<file path="src/rtl/gate_seq_ctrl.sv">
// Steps a 2-input gate through vectors 00,01,10,11, holding each for HOLD_CYCLES
// cycles before sampling z against EXPECT_TT. Reports pass, error count and mask.
module gate_seq_ctrl #(
  parameter int         HOLD_CYCLES = 2,
  parameter logic [3:0] EXPECT_TT   = 4'b1110
) (
  input  logic       clk,
  input  logic       rst,
  input  logic       start,
  output logic       gate_x,
  output logic       gate_y,
  input  logic       gate_z,
  output logic       busy,
  output logic       done,
  output logic       pass,
  output logic [2:0] err_count,
  output logic [3:0] err_mask
);

  localparam int HW = $clog2(HOLD_CYCLES + 1);
  localparam logic [HW-1:0] HOLD_LAST = HW'(HOLD_CYCLES - 1);

  typedef enum logic [1:0] {S_IDLE, S_DRIVE, S_SAMPLE, S_DONE} state_t;

  state_t        state_q, state_d;
  logic [1:0]    vec_q, vec_d;
  logic [HW-1:0] hold_cnt_q, hold_cnt_d;
  logic          gate_x_q, gate_x_d;
  logic          gate_y_q, gate_y_d;
  logic          pass_q, pass_d;
  logic [2:0]    err_count_q, err_count_d;
  logic [3:0]    err_mask_q, err_mask_d;

  always_ff @(posedge clk) begin
    if (rst) begin
      state_q     <= S_IDLE;
      vec_q       <= 2'd0;
      hold_cnt_q  <= '0;
      gate_x_q    <= 1'b0;
      gate_y_q    <= 1'b0;
      pass_q      <= 1'b0;
      err_count_q <= 3'd0;
      err_mask_q  <= 4'd0;
    end else begin
      state_q     <= state_d;
      vec_q       <= vec_d;
      hold_cnt_q  <= hold_cnt_d;
      gate_x_q    <= gate_x_d;
      gate_y_q    <= gate_y_d;
      pass_q      <= pass_d;
      err_count_q <= err_count_d;
      err_mask_q  <= err_mask_d;
    end
  end

  always_comb begin
    state_d     = state_q;
    vec_d       = vec_q;
    hold_cnt_d  = hold_cnt_q;
    pass_d      = pass_q;
    err_count_d = err_count_q;
    err_mask_d  = err_mask_q;
    gate_x_d    = 1'b0;
    gate_y_d    = 1'b0;

    case (state_q)
      S_IDLE: begin
        if (start) begin
          state_d     = S_DRIVE;
          vec_d       = 2'd0;
          hold_cnt_d  = '0;
          pass_d      = 1'b0;
          err_count_d = 3'd0;
          err_mask_d  = 4'd0;
        end
      end
      S_DRIVE: begin
        hold_cnt_d = hold_cnt_q + HW'(1);
        if (hold_cnt_q == HOLD_LAST) begin
          state_d = S_SAMPLE;
        end
      end
      S_SAMPLE: begin
        if (gate_z != EXPECT_TT[vec_q]) begin
          err_mask_d[vec_q] = 1'b1;
          err_count_d       = err_count_q + 3'd1;
        end
        if (vec_q == 2'd3) begin
          state_d = S_DONE;
          pass_d  = (err_count_d == 3'd0);
        end else begin
          vec_d      = vec_q + 2'd1;
          hold_cnt_d = '0;
          state_d    = S_DRIVE;
        end
      end
      S_DONE: begin
        state_d = S_IDLE;
      end
      default: begin
        state_d = S_IDLE;
      end
    endcase

    // Output flops follow the state being entered so x/y change on the same edge as the FSM.
    if (state_d == S_DRIVE || state_d == S_SAMPLE) begin
      gate_x_d = vec_d[1];
      gate_y_d = vec_d[0];
    end
  end

  assign gate_x    = gate_x_q;
  assign gate_y    = gate_y_q;
  assign busy      = (state_q == S_DRIVE) || (state_q == S_SAMPLE);
  assign done      = (state_q == S_DONE);
  assign pass      = pass_q;
  assign err_count = err_count_q;
  assign err_mask  = err_mask_q;

endmodule

</file>
<file path="config.mk">
export PLATFORM = sky130hd
export DESIGN_NAME = gate_seq_ctrl
export DESIGN_NICKNAME = d
export VERILOG_FILES = /design/src/rtl/gate_seq_ctrl.sv
export SDC_FILE = /design/constraint.sdc
export NUM_CORES = 1
export LEC_CHECK = 0
export BUFFER_PORTS_ARGS = -buffer_cell sky130_fd_sc_hd__buf_4
export CAP_MARGIN = 20
export CORE_MARGIN = 8
export CORE_UTILIZATION = 48
export DETAILED_ROUTE_END_ITERATION = 8
export MAX_ROUTING_LAYER = met4
export PLACE_DENSITY = 0.8
export SYNTH_ARGS = -nofsm -noshare
export SYNTH_HDL_FRONTEND = slang
export SYNTH_SLANG_ARGS = --single-unit
</file>
<file path="constraint.sdc">
create_clock -name clk -period 1.6 [get_ports clk]
set_clock_uncertainty 0.05 [all_clocks]
set_input_delay 0.48 -clock clk [delete_from_list [all_inputs] [get_ports clk]]
set_output_delay 0.48 -clock clk [all_outputs]
set_load 0.005 [all_outputs]
</file>
==> results.py <==
metrics = {
    "run_status": {
        "status": "complete, but fails checks",
        "violations": "negative setup slack",
    },
    "finish": {
        "final_common_cell": "buf_4",
        "antenna_cells": 0,
        "area_growth_pct": 51.5,
        "drive_above_1_share_pct": 44.2,
        "num-nets-final": 150,
        "mostFrequentLayoutCells": "buf_4, dfxtp_1, nor2_1, a21oi_1",
    },
    "floorplan": {
        "core-area_um2": 1750,
        "dieWidth_um": 59.4,
        "die_h_um": 59.4,
        "initial_core_util_pct": 51.8,
        "num_rows": 15,
        "ios": 16,
        "die-area_um2": 3530,
    },
    "route": {
        "dr.pass1.iters": 4,
        "drc": 0,
        "viasPerCell": 5.71,
        "wl_um": 2500,
        "ant_nets": 0,
        "wl_per_cell_um": 15.3,
        "vias": 931,
        "drt_iter0_drc": 21,
    },
    "yosys": {
        "postSynthCellCount": 103,
        "synth_cell_type_count": 37,
        "ys.flop_type": "dfxtp_1",
        "netlist.area_leader.share_pct": 35.5,
        "synth_area_leader_cell": "dfxtp_1",
        "syn_nets": 114,
        "synth_seq_cells": 16,
        "ys_seq_area_share_pct": 35.5,
        "synth_edf_count": 0,
        "syn_area_per_cell_um2": 8.77,
        "netlist_area_um2": 903,
        "yosys-top-cells-area": "dfxtp_1, ha_1, a21oi_1",
        "async_flop_share_pct": 0,
        "yosys_warnings": 0,
    },
    "placement": {
        "dpl.hpwl_um": 1730,
        "pre_cts_slack_ns": -0.116,
        "place_congestion": 0.911,
        "portBuffers": 15,
    },
    "clock_tree": {
        "cts_buffers": 3,
        "clock_path_buffers": 2,
        "clkTransAtPathRegs_ns": 0.10,
        "cts_root_buffer": "clkbuf_4",
        "cts_hold_buf": 0,
        "cts_sinks": 16,
        "insertion_delay_ns": 0.29,
        "htree_levels": 1,
        "cts_tree": "built",
    },
    "sta": {
        "rsz0062_at_grt": "yes",
        "tightestPinTransition_ns": 0.329,
        "finalCritPeriodShare_pct": 100,
        "hold_viol_final": 0,
        "finalCriticalPeriod_ns": 1.61,
        "fmax_ghz": 0.623,
        "slew_headroom_pct": 78.0,
        "setup_violations": 1,
        "fin_setup_tns_ns": -0.00588,
        "fin_ws_ns": -0.00588,
        "slew_viol_final": 0,
    },
    "global_route": {
        "antenna_found_initial": 0,
        "overflow": 0,
        "grt_usage_pct": 14.2,
        "grt_pass1_vias": 901,
        "grt_max_degree": 12,
        "grt_pass1_wl_um": 3880,
    },
    "flow_run": {
        "drv_cap": 0,
    },
    "critical_path": {
        "regToRegEndpoint": "gate_y",
        "critPathKind": "reg2out",
        "critPathLaunch": "state_q[0]",
        "r2r_cells": 6,
        "slowest_stage": "dfxtp_4",
        "critPathRequiredTime_ns": 1.07,
        "crit_path_end_kind": "primary output",
        "crit_path_cell_trace": "inv_4 > ha_4 > buf_6",
        "worstPathArrival_ns": 1.08,
        "cp_top_family": "flip-flops",
        "cp_max_fo": 3,
        "crit_buf_inv": 2,
        "cp-endpoint": "busy",
        "slowest_delay_ns": 0.39,
        "reg2reg_from": "state_q[0]",
        "reg2reg_slack_ns": 0.02,
        "start_kind": "flop",
        "cp.depth": 3,
    },
    "hold_path": {
        "min_path_type": "in2reg",
    },
    "pwr": {
        "power_leakage_nw": 0.556,
        "power_density_nw_per_um2": 647,
        "vdd_drop_max_v": 0.000572,
    },
}
[flip-flops by register name (all words and copies together), names as in the netlist]
| name | flops |
|---|---|
| vec_q | 2 |
| pass | 1 |
| err_mask | 4 |
| hold_cnt_q | 2 |
| gate_x | 1 |
| state_q | 2 |
| gate_y | 1 |
| err_count | 3 |
[routing by layer]
metal,vias to the layer above,GRT usage (%),share of wire (%)
met2,31,24.3,52
met4,0,5.12,0.84
met1,448,16.1,42
li1,448,-,-
met3,4,2.39,5.0
met5,-,-,0
[worst min-delay path by stage]
stage                   from             to  slack (ns)  cells past startpoint
3_5_place_dp     err_mask[0]    err_mask[0]        0.42                      2
6_report                 rst     state_q[0]        0.39                      2
2_1_floorplan  hold_cnt_q[1]  hold_cnt_q[1]        0.41                      2
5_1_grt                  rst     state_q[0]        0.39                      2
4_1_cts                  rst     state_q[0]        0.38                      2
3_3_place_gp     err_mask[1]    err_mask[1]        0.41                      2
[synthesized netlist by cell type (2+ instances only)]
master    instances
o21ai_1           3
a21oi_1           8
ha_1              7
dfxtp_1          16
nor3_1            2
clkbuf_1          2
inv_1             7
nor2b_1           4
o21bai_1          2
a41oi_1           4
nand4_1           2
nand2_1           4
o21ai_0           4
nor3b_1           3
nor2_1            9
buf_2             2
a211oi_1          2
mux2i_1           2
a21o_1            2
[power by group]
| part | internal, mW | leakage, nW | switching, mW |
|---|---|---|---|
| registers | 0.404 | 0.131 | 0.00835 |
| clock network | 0.138 | 0.0210 | 0.129 |
| logic | 0.115 | 0.404 | 0.0901 |
| total | 0.658 | 0.556 | 0.228 |
[cell type report]
cell class | instances | area [um2]
multi-input combinational | 75 | 639
fill | 118 | 377
sequential | 16 | 329
timing repair buffer | 36 | 302
clock buffer | 4 | 36.3
inverter | 7 | 31.3
tap | 25 | 31.3
[per-stage QoR]
step / hold slack, ns / instances / power (mW) / util [%] / area (um2)
after floorplan: 0.410 / 103 / 0.515 / - / 946
after global placement: 0.407 / 152 / 0.555 / 66.5 / 1160
after detailed placement: 0.420 / 152 / 0.560 / 66.5 / 1160
after CTS: 0.379 / 159 / 0.847 / 71.5 / 1250
after global routing: 0.387 / 163 / 0.923 / 78.4 / 1370
final: 0.387 / 163 / 0.885 / 78.4 / 1370
[logic make-up (layout without fill, tap and decap cells)]
logic type / after synthesis / count (layout) / share of synthesized area [%]
simple gates: 32 / 32 / 19.7
fa+ha+maj: 7 / 7 / 9.69
compound gates: 33 / 33 / 25.6
buf+inv: 12 / 47 / 6.09
flops: 16 / 16 / 35.5
mux: 3 / 3 / 3.46
[timing repair]
| item | in CTS | in global routing |
|---|---|---|
| setup buffers | 3 | 4 |
| pin swaps | 2 | 8 |
| gates resized for setup | 8 | 17 |
| endpoints found under the setup margin | 4 | 9 |
No activity file was read; power rests on OpenSTA's default activity.
